<file path="config.mk">
export PLATFORM = sky130hd
export DESIGN_NAME = vga_timing_gen
export DESIGN_NICKNAME = d
export VERILOG_FILES = /design/src/rtl/vga_timing_gen.sv
export SDC_FILE = /design/constraint.sdc
export NUM_CORES = 1
export LEC_CHECK = 0
export CAP_MARGIN = 10
export CORE_ASPECT_RATIO = 1.2
export CORE_MARGIN = 1.5
export CORE_UTILIZATION = 40
export DETAILED_ROUTE_END_ITERATION = 8
export PLACE_DENSITY = 0.73
export SYNTH_ARGS = -nofsm -noshare
export SYNTH_HDL_FRONTEND = slang
export SYNTH_SLANG_ARGS = --single-unit
</file>
<file path="constraint.sdc">
create_clock -name pclk -period 3.9 [get_ports pclk]
set_input_delay 0.585 -clock pclk [delete_from_list [all_inputs] [get_ports pclk]]
set_output_delay 0.585 -clock pclk [all_outputs]
set_load 0.01 [all_outputs]
</file>
<file path="src/rtl/vga_timing_gen.sv">
// vga_timing_gen: raster timing source for the draw_* pipeline (800x600@60 at 40 MHz by default).
// Latency: all outputs registered; flags are decoded from next-state counts, so they line up with counts.
// Backpressure: none; en=0 freezes every output and masks frame_start.
//
// Ports:
//   pclk, reset (sync, active-high), en       - clock, reset, count enable
//   hcount_out/vcount_out [11:0]              - pixel / line index
//   hsync_out/vsync_out                       - syncs, polarity set by SYNC_POL
//   hblnk_out/vblnk_out                       - blanking, always active-high
//   frame_start                               - one-cycle pulse when counts become (0,0)
//   frame_cnt [15:0]                          - frames completed since reset, wrapping
module vga_timing_gen #(
  parameter int H_VISIBLE    = 800,
  parameter int H_SYNC_START = 840,
  parameter int H_SYNC_END   = 968,
  parameter int H_TOTAL      = 1056,
  parameter int V_VISIBLE    = 600,
  parameter int V_SYNC_START = 601,
  parameter int V_SYNC_END   = 605,
  parameter int V_TOTAL      = 628,
  parameter bit SYNC_POL     = 1'b1
) (
  input  logic        pclk,
  input  logic        reset,
  input  logic        en,
  output logic [11:0] hcount_out,
  output logic        hsync_out,
  output logic        hblnk_out,
  output logic [11:0] vcount_out,
  output logic        vsync_out,
  output logic        vblnk_out,
  output logic        frame_start,
  output logic [15:0] frame_cnt
);

  if (!(H_VISIBLE <= H_SYNC_START && H_SYNC_START < H_SYNC_END && H_SYNC_END <= H_TOTAL))
  begin : g_bad_h_timing
    $error("vga_timing_gen: horizontal timing parameters out of order");
  end
  if (!(V_VISIBLE <= V_SYNC_START && V_SYNC_START < V_SYNC_END && V_SYNC_END <= V_TOTAL))
  begin : g_bad_v_timing
    $error("vga_timing_gen: vertical timing parameters out of order");
  end

  localparam logic [11:0] H_LAST = 12'(H_TOTAL - 1);
  localparam logic [11:0] V_LAST = 12'(V_TOTAL - 1);
  localparam logic [11:0] H_VIS  = 12'(H_VISIBLE);
  localparam logic [11:0] H_SS   = 12'(H_SYNC_START);
  localparam logic [11:0] H_SE   = 12'(H_SYNC_END);
  localparam logic [11:0] V_VIS  = 12'(V_VISIBLE);
  localparam logic [11:0] V_SS   = 12'(V_SYNC_START);
  localparam logic [11:0] V_SE   = 12'(V_SYNC_END);
  // Sync level driven when outside the sync window.
  localparam logic SYNC_IDLE = ~SYNC_POL;

  logic [11:0] hcount_q, hcount_d;
  logic [11:0] vcount_q, vcount_d;
  logic        hsync_q, hsync_d;
  logic        vsync_q, vsync_d;
  logic        hblnk_q, hblnk_d;
  logic        vblnk_q, vblnk_d;
  logic        frame_start_q, frame_start_d;
  logic [15:0] frame_cnt_q, frame_cnt_d;
  logic        line_end, frame_end;

  always_comb begin
    hcount_d      = hcount_q;
    vcount_d      = vcount_q;
    frame_cnt_d   = frame_cnt_q;
    frame_start_d = 1'b0;
    line_end      = (hcount_q == H_LAST);
    frame_end     = line_end && (vcount_q == V_LAST);
    if (en) begin
      hcount_d = line_end ? 12'd0 : hcount_q + 12'd1;
      if (line_end) begin
        vcount_d = (vcount_q == V_LAST) ? 12'd0 : vcount_q + 12'd1;
      end
      frame_start_d = frame_end;
      frame_cnt_d   = frame_cnt_q + {15'd0, frame_end};
    end
    // Decoding from the next-state counts keeps flags aligned with the counts they describe.
    // With en=0 the counts hold, so these decode to the held flag values.
    hblnk_d = (hcount_d >= H_VIS);
    vblnk_d = (vcount_d >= V_VIS);
    hsync_d = ((hcount_d >= H_SS) && (hcount_d < H_SE)) ^ SYNC_IDLE;
    vsync_d = ((vcount_d >= V_SS) && (vcount_d < V_SE)) ^ SYNC_IDLE;
  end

  always_ff @(posedge pclk) begin
    if (reset) begin
      hcount_q      <= 12'd0;
      vcount_q      <= 12'd0;
      hsync_q       <= SYNC_IDLE;
      vsync_q       <= SYNC_IDLE;
      hblnk_q       <= 1'b0;
      vblnk_q       <= 1'b0;
      frame_start_q <= 1'b0;
      frame_cnt_q   <= 16'd0;
    end else begin
      hcount_q      <= hcount_d;
      vcount_q      <= vcount_d;
      hsync_q       <= hsync_d;
      vsync_q       <= vsync_d;
      hblnk_q       <= hblnk_d;
      vblnk_q       <= vblnk_d;
      frame_start_q <= frame_start_d;
      frame_cnt_q   <= frame_cnt_d;
    end
  end

  assign hcount_out  = hcount_q;
  assign vcount_out  = vcount_q;
  assign hsync_out   = hsync_q;
  assign vsync_out   = vsync_q;
  assign hblnk_out   = hblnk_q;
  assign vblnk_out   = vblnk_q;
  assign frame_start = frame_start_q;
  assign frame_cnt   = frame_cnt_q;

endmodule

</file>
==> impl_results.md, run 1 <==
- Result of the run: complete, but fails checks
- Violated checks: DRC
- Via-per-instance ratio: 5.411
- Worst r2r src: vcount_out[0]$_SDFF_PP0_
- Family with the most delay on the worst path: simple AND/OR/NAND/NOR gates
- Setup crit end kind: register
- Detailed Route WL: 4844 um
- Kind of start point of the critical path: register
- Post-CTS setup buffer count: 0
- Average cell area after synthesis: approximately 8.5 sq um
- Total chip power: 865.2 uW
- Slew Limit Headroom: 0.6707
- Dpl cells: about 360
- Worst Clk Skew: 6.093 ps
- Yosys top cell by area: sky130_fd_sc_hd__dfxtp_1
- Kind of critical path: reg2reg
- Largest fanout on the critical path: 8
- Static Leak: around 1 nW
- Arrival time at the worst endpoint: a little over 3000 ps
- Final min period: between 2000 and 3000 ps
- Slowest CP cell: sky130_fd_sc_hd__dfxtp_1
- Pin count of the biggest net entering global routing: 39
- Post-route cell area: 2890 sq um
- Number of buffers added to fix hold violations after cts: 0
- Clock tree from TritonCTS: yes
- Overall routing resource usage: 0.1681
- Layout cells sized above 1: 0.05484
- Global placement routability congestion: 0.8248
- Root Buffer Master: sky130_fd_sc_hd__clkbuf_8
- Buf+Inv Stages, Crit Path: 0
- Netlist cell types: between 40 and 50
- Wire length of the first global-routing pass: between 8000 and 9000 um
- Count of clock tree sinks: 45
- Area of placed instances: 2770 sq um
- Flop2flop setup slack: 970 ps
- Die Area: 6130 sq um
- Rows: 29
- Syn Inst Count: 266
- Max-capacitance violation count: 0
- EDFF count, synth: 0
- Number of antenna violations at the first check in global routing: 0
- Fraction of registers with async set/reset: 0
- Critical-path cell list: ha_1 > nor4b_1 > nand3_1 > nor2_1 > ha_1 > nand4_1 > nor3_1 > nand3_1 > xor2_1 > nor2_1
- Clk pin slew, worst setup/hold paths: approximately 80 ps
- Resize count post-CTS: 0
- Number of gates on the worst path with buffers counted: 10
- Cts bufs inserted: 5
- Maximum clock frequency: 341.5 MHz
- Clock latency on the worst-skew pair: 290 ps
- Number of top-level pins: 48
- Unrepaired setup endpoints after global routing: false
- Half-perimeter wire length of the detailed placement result: 3536 um
- Count of nets after finishing: 316
- Routed via count: 2013
- Synthesis-to-layout area growth: 27.48%
- Filler-free cell count of the finished design: 372
- P per Cell Area: ~300 nW/um^2
- Average wire per standard cell: 13.02 um
- Capture point of the worst path: frame_cnt[13]$_SDFFE_PP0P_
- First-pass DRT Iterations: 6
- Maximum single-stage delay on the critical path: between 400 and 500 ps
- Syn nets: about 270
- VDD IR max: 0.1482 mV
- Final count of hold timing violations: 0
- Netlist area before placement: 2267 sq um
- Number of DRC violations after detailed routing: 4
- Number of antenna cells inserted: 0
- Synth area leaders: sky130_fd_sc_hd__dfxtp_1 40%, sky130_fd_sc_hd__xor2_1 7.0%, sky130_fd_sc_hd__nor2_1 6.3%
- Count of yosys warnings during synthesis: 0
- Data required time of the critical path: 4080 ps
- Setup TNS Final: 0 ps
- Synth Register Bits: between 40 and 50
- Number of port buffers: 47
- Floorplan die width: 71.73 um
- Number of fill cells: ~520
- Number of failing setup endpoints in the final timing report: 0
- Critical register-to-register path endpoint: frame_cnt[13]$_SDFFE_PP0P_
- Area inside the core boundary: approximately 5400 sq um
- Chip Height: between 80 and 90 um
- Transition time at the pin with the least slew margin: 487.0 ps
- Total count of max-transition violations in the final report: 0
- Type of the most critical hold path: reg2reg
- Vias in the first global route: between 1500 and 2000
- Crit share post-route: 0.7509
- Remaining antenna violation count: 0
- Flip-flop cell with the highest count after synthesis: sky130_fd_sc_hd__dfxtp_1
- Reg2Reg Depth: 10
- Number of H-tree levels: 2
- Maximum clock insertion buffer count: 2
- Register area share after synthesis: 0.3974
- CP startpoint: vcount_out[0]$_SDFF_PP0_
- Global-route congestion overflow total: 0
- Min Hold Slack: roughly 500 ps
- Initial core utilization: 0.4222
- Area fraction of the dominant cell type after synthesis: 0.3974
- Number of DRC markers in iteration 0: 172
report_power, final:
part / leakage, nW / internal [mW] / switching (mW)
combinational: 0.596 / 0.0149 / 0.0188
sequential: 0.363 / 0.462 / 0.00493
clock: 0.0574 / 0.208 / 0.156
through the flow:
stage / worst slack (ps) / utilization
3_5_place_dp: 829.7 / 0.5158
5_1_grt: 461.4 / 0.5382
4_1_cts: 966.6 / 0.5382
2_1_floorplan: 1376 / -
6_report: 971.5 / 0.5382
3_3_place_gp: 863.8 / 0.5158
layer usage:
layer / vias to the layer above / global-route usage / wire length (um)
met5: - / 0 / 0
met4: 0 / 0.07547 / 98
met3: 8 / 0.03919 / 213
met2: 44 / 0.2845 / 2361
met1: 931 / 0.2004 / 2171
li1: 1030 / - / -
how the worst min path moves through the flow:
stage,startpoint,end,slack [ps],cells after the start
after floorplan,frame_cnt[9]$_SDFFE_PP0P_,frame_cnt[9]$_SDFFE_PP0P_,510,2
after global placement,frame_cnt[9]$_SDFFE_PP0P_,frame_cnt[9]$_SDFFE_PP0P_,490,2
after detailed placement,hcount_out[1]$_SDFF_PP0_,hcount_out[1]$_SDFF_PP0_,500,2
after CTS,hcount_out[1]$_SDFF_PP0_,hcount_out[1]$_SDFF_PP0_,510,2
after global routing,hcount_out[1]$_SDFF_PP0_,hcount_out[1]$_SDFF_PP0_,550,2
final,hcount_out[1]$_SDFF_PP0_,hcount_out[1]$_SDFF_PP0_,510,2
worst reg2reg max path: cells and delay by family (launching register included):
family	cells	cell delay, ps
xor gates and xnor gates	1	150
adders and majority gates	2	440
and+or+nand+nor	7	1770
DFF	1	440
registers in the layout (all words and copies together) (netlist names):
register / flops
frame_start: 1
hsync_out: 1
frame_cnt: 16
hcount_out: 12
vblnk_out: 1
hblnk_out: 1
vcount_out: 12
vsync_out: 1
area by class of cell:
| cell class | instances | area, sq um | area share |
|---|---|---|---|
| clock buffers | 6 | 82.58 | 0.02857 |
| multi-input cells | 204 | 1295 | 0.4481 |
| inverters | 5 | 18.77 | 0.006494 |
| repair buffers | 48 | 478.0 | 0.1654 |
| flip-flops and latches | 45 | 900.9 | 0.3117 |
| clock inverters | 2 | 37.54 | 0.01299 |
| well taps | 62 | 77.57 | 0.02684 |
cell usage in the layout, fill, tap and decap left out, types with 2 or more instances in the layout:
cell type,netlist,layout
sky130_fd_sc_hd__nand4_1,8,8
sky130_fd_sc_hd__mux2i_1,3,3
sky130_fd_sc_hd__and2_1,3,3
sky130_fd_sc_hd__and3_1,10,10
sky130_fd_sc_hd__nand2b_1,3,3
sky130_fd_sc_hd__clkdlybuf4s50_1,0,47
sky130_fd_sc_hd__inv_1,5,5
sky130_fd_sc_hd__xor2_1,18,18
sky130_fd_sc_hd__dfxtp_1,45,45
sky130_fd_sc_hd__nor2_1,38,38
sky130_fd_sc_hd__nor3_1,6,6
sky130_fd_sc_hd__o21ai_0,10,10
sky130_fd_sc_hd__o2bb2ai_1,2,2
sky130_fd_sc_hd__clkbuf_8,0,6
sky130_fd_sc_hd__nand2_1,16,16
sky130_fd_sc_hd__ha_1,4,4
sky130_fd_sc_hd__xnor2_1,10,10
sky130_fd_sc_hd__o21ai_1,3,3
sky130_fd_sc_hd__o22ai_1,2,2
sky130_fd_sc_hd__nand3b_1,3,3
sky130_fd_sc_hd__nand4b_1,2,2
sky130_fd_sc_hd__nor4_1,2,2
sky130_fd_sc_hd__or3_1,6,6
sky130_fd_sc_hd__nor3_2,2,2
sky130_fd_sc_hd__and4_1,5,5
sky130_fd_sc_hd__nor4b_1,2,2
sky130_fd_sc_hd__nand3_1,16,16
sky130_fd_sc_hd__a21oi_1,11,11
synth_stat cells, types with 3 or more instances:
master	count
sky130_fd_sc_hd__and4_1	5
sky130_fd_sc_hd__nand4_1	8
sky130_fd_sc_hd__nand2b_1	3
sky130_fd_sc_hd__xor2_1	18
sky130_fd_sc_hd__buf_2	3
sky130_fd_sc_hd__nand3_1	16
sky130_fd_sc_hd__xnor2_1	10
sky130_fd_sc_hd__o21ai_1	3
sky130_fd_sc_hd__clkbuf_1	6
sky130_fd_sc_hd__ha_1	4
sky130_fd_sc_hd__and2_1	3
sky130_fd_sc_hd__inv_1	5
sky130_fd_sc_hd__dfxtp_1	45
sky130_fd_sc_hd__or3_1	6
sky130_fd_sc_hd__nand3b_1	3
sky130_fd_sc_hd__o21ai_0	10
sky130_fd_sc_hd__mux2i_1	3
sky130_fd_sc_hd__a21oi_1	11
sky130_fd_sc_hd__nand2_1	16
sky130_fd_sc_hd__nor2_1	38
sky130_fd_sc_hd__and3_1	10
sky130_fd_sc_hd__nor3_1	6
cells by family (layout without fill, tap and decap cells):
| logic type | after synthesis | after routing | share of synthesized area |
|---|---|---|---|
| AOI/OAI and AO/OA | 39 | 39 | 0.1076 |
| and+or+nand+nor | 128 | 128 | 0.3102 |
| buffers and inverters | 17 | 61 | 0.03146 |
| muxes | 5 | 5 | 0.02318 |
| DFF | 45 | 45 | 0.3973 |
| xor gates and xnor gates | 28 | 28 | 0.1082 |
| adders and majority gates | 4 | 4 | 0.02208 |
Power figures use the tool's default switching activity.
==> run 2: changes to the inputs <==
==> constraint.sdc (replaced) <==
create_clock -name pclk -period 2.74 [get_ports pclk]
set_input_delay 0.411 -clock pclk [delete_from_list [all_inputs] [get_ports pclk]]
set_output_delay 0.411 -clock pclk [all_outputs]
set_load 0.01 [all_outputs]
==> run 2 against run 1 <==
The run still ends with DRC left. Maximum frequency is 24% higher. Register-to-register slack worse by 590 ps. Via count grew 2.2%. Global-route usage rose by 0.48 points. Routed wire length grew 3.4%. Utilization increased by 1.9 points. Setup slack got worse by 590 ps. Highest routed layer unchanged.
==> impl_results.md, run 2 (synthesized netlist as in run 1, its figures left out) <==
- Rows: 29 (unchanged)
- Routed via count: 2057 (was 2013)
- Area of placed instances: 2875 sq um (was 2770 sq um)
- Crit share post-route: 0.8596 (was 0.7509)
- Setup TNS Final: 0 ps (unchanged)
- Kind of critical path: reg2reg (unchanged)
- First-pass DRT Iterations: 6 (unchanged)
- Flop2flop setup slack: 380 ps (was 970 ps)
- Clock tree from TritonCTS: yes (unchanged)
- Unrepaired setup endpoints after global routing: false (unchanged)
- Part of the power in registers: 0.549 (was 0.540)
- Final count of hold timing violations: 0 (unchanged)
- Number of antenna violations at the first check in global routing: 0 (unchanged)
- Initial core utilization: 0.4222 (unchanged)
- Via-per-instance ratio: 5.329 (was 5.411)
- Worst Clk Skew: 4.031 ps (was 6.093 ps)
- Result of the run: complete, but fails checks (unchanged)
- Sw Ratio: 0.2126 (was 0.2075)
- Number of antenna cells inserted: 0 (unchanged)
- Switching component of the power: 257.9 uW (was 179.6 uW)
- Static Leak: 1.087 nW (was 1.017 nW)
- Overall routing resource usage: 0.1729 (was 0.1681)
- Die Area: 6130 sq um (unchanged)
- Floorplan die width: 71.73 um (unchanged)
- Global placement routability congestion: 0.8729 (was 0.8248)
- Chip Height: 85.47 um (unchanged)
- Maximum clock frequency: 424.6 MHz (was 341.5 MHz)
- Number of DRC violations after detailed routing: 4 (unchanged)
- Global-route congestion overflow total: 0 (unchanged)
- Remaining antenna violation count: 0 (unchanged)
- Transition time at the pin with the least slew margin: 416.6 ps (was 487.0 ps)
- Vias in the first global route: 1814 (was 1847)
- Clk pin slew, worst setup/hold paths: 80 ps (about the same)
- Detailed Route WL: 5008 um (was 4844 um)
- Half-perimeter wire length of the detailed placement result: 3699 um (was 3536 um)
- Layout cells sized above 1: 0.09568 (was 0.05484)
- Average wire per standard cell: 12.97 um (was 13.02 um)
- Leading cell types in the layout, fill and taps excluded: 47 x sky130_fd_sc_hd__clkdlybuf4s50_1, 45 x sky130_fd_sc_hd__dfxtp_1, 38 x sky130_fd_sc_hd__nor2_1, 18 x sky130_fd_sc_hd__xor2_1 (unchanged)
- Clock share of power: 0.410 (was 0.421)
- Count of clock tree sinks: 45 (unchanged)
- Most common cell after layout, fill and taps aside: sky130_fd_sc_hd__clkdlybuf4s50_1 (unchanged)
- Violated checks: DRC (unchanged)
- Data required time of the critical path: 2920 ps (was 4080 ps)
- CP startpoint: hcount_out[0]$_SDFF_PP0_ (was vcount_out[0]$_SDFF_PP0_)
- Cts bufs inserted: 5 (unchanged)
- Synthesis-to-layout area growth: 32.01% (was 27.48%)
- Pin count of the biggest net entering global routing: 38 (was 39)
- Number of DRC markers in iteration 0: 211 (was 172)
- Max-capacitance violation count: 0 (unchanged)
- Internal portion of total power: 954.9 uW (was 685.6 uW)
- Post-route cell area: 2993 sq um (was 2890 sq um)
- Total count of max-transition violations in the final report: 0 (unchanged)
- Slowest CP cell: sky130_fd_sc_hd__dfxtp_1 (unchanged)
- Critical register-to-register path endpoint: frame_cnt[15]$_SDFFE_PP0P_ (was frame_cnt[13]$_SDFFE_PP0P_)
- Maximum clock insertion buffer count: 2 (unchanged)
- P per Cell Area: 405.2 nW/um^2 (was 299.3 nW/um^2)
- Number of flip-flops in the largest register: 16 (unchanged)
- Kind of start point of the critical path: register (unchanged)
- Clock latency on the worst-skew pair: 300 ps (was 290 ps)
- Worst r2r src: hcount_out[0]$_SDFF_PP0_ (was vcount_out[0]$_SDFF_PP0_)
- Maximum single-stage delay on the critical path: 410 ps (was 440 ps)
- Count of nets after finishing: 330 (was 316)
- Area inside the core boundary: 5370 sq um (unchanged)
- Wire length of the first global-routing pass: 8349 um (was 8293 um)
- Number of buffers added to fix hold violations after cts: 0 (unchanged)
- Type of the most critical hold path: reg2reg (unchanged)
- Root Buffer Master: sky130_fd_sc_hd__clkbuf_8 (unchanged)
- Critical-path cell list: ha_1 > and3_1 > nand4_1 > nor2_1 > ha_1 > nand4_1 > nor3_1 > nand3_1 > xor2_1 > nor2_1 (was ha_1 > nor4b_1 > nand3_1 > nor2_1 > ha_1 > nand4_1 > nor3_1 > nand3_1 > xor2_1 > nor2_1)
- VDD IR max: 0.2493 mV (was 0.1482 mV)
- Largest fanout on the critical path: 5 (was 8)
- Hold path startpoint: hcount_out[1]$_SDFF_PP0_ (unchanged)
- End of the worst hold path: hcount_out[1]$_SDFF_PP0_ (unchanged)
- Arrival time at the worst endpoint: 2540 ps (was 3110 ps)
- Final min period: 2355 ps (was 2928 ps)
- Number of top-level pins: 48 (unchanged)
- Relative contribution of combinational cells to total power: 0.041 (was 0.039)
- Number of H-tree levels: 2 (unchanged)
- Number of fill cells: 530 (was 519)
- Number of failing setup endpoints in the final timing report: 0 (unchanged)
- Slew Limit Headroom: 0.7201 (was 0.6707)
- Setup crit end kind: register (unchanged)
- Worst hold stages: 2 (unchanged)
- Number of port buffers: 47 (unchanged)
- Reg2Reg Depth: 10 (unchanged)
==> run 2: cell types whose count changed in the layout (fill, tap and decap cells not counted), sizes merged <==
cell,delta
clkinvlp,-1
clkinv,+1
buf,+14
==> run 2: what timing repair did <==
action                                  CTS  global route
endpoints found under the setup margin    0             2
gates resized for setup                   0             1
setup buffers                             0             0
==> run 2: layer usage <==
layer  vias up  global-route usage  wire length, um
met4         0             0.08233              102
met3         6             0.04038              183
li1       1055                   -                -
met5         -                   0                0
met1       954              0.2154             2245
met2        42              0.2795             2476
==> run 2: critical path: cells and delay by family, from the launching register on <==
| kind | cells | cell delay, ps |
|---|---|---|
| fa+ha+maj | 2 | 430 |
| xor+xnor | 1 | 150 |
| simple gates | 7 | 1250 |
| flops | 1 | 410 |
==> run 2: cell type report <==
cell class / instances / area [sq um] / share of cell area
clock buffers: 6 / 72.57 / 0.02425
clock inverters: 2 / 38.79 / 0.01296
inverters: 5 / 18.77 / 0.006271
multi-input cells: 204 / 1301 / 0.4348
flip-flops and latches: 45 / 900.9 / 0.3010
well taps: 62 / 77.57 / 0.02592
repair buffers: 62 / 583.1 / 0.1948
==> run 2: power by group through the flow <==
stage / Combinational, mW / Clock (mW) / Sequential (mW)
2_1_floorplan: 0.0272 / 0 / 0.682
3_3_place_gp: 0.0499 / 0 / 0.681
3_5_place_dp: 0.0506 / 0 / 0.681
4_1_cts: 0.0510 / 0.511 / 0.666
5_1_grt: 0.0573 / 0.535 / 0.667
6_report: 0.0503 / 0.497 / 0.666
==> run 2: worst max path at each step <==
stage	to	depth (start not counted)
final	frame_cnt[15]$_SDFFE_PP0P_	10
after global routing	frame_cnt[15]$_SDFFE_PP0P_	10
after CTS	frame_cnt[15]$_SDFFE_PP0P_	10
after detailed placement	vblnk_out$_SDFF_PP0_	7
after global placement	vblnk_out$_SDFF_PP0_	7
after floorplan	frame_cnt[13]$_SDFFE_PP0P_	10
==> run 2: stage by stage <==
step | setup slack (ps) | instances | hold WS, ps | power (mW) | utilization
5_1_grt | 74.99 | 386 | 547.4 | 1.259 | 0.5573
4_1_cts | 254.7 | 386 | 522.4 | 1.228 | 0.5562
6_report | 384.6 | 386 | 515.7 | 1.213 | 0.5573
3_3_place_gp | 247.8 | 378 | 483.7 | 0.7310 | 0.5354
3_5_place_dp | 189.7 | 378 | 509.6 | 0.7317 | 0.5354
2_1_floorplan | 216.1 | 266 | 514.8 | 0.7090 | -
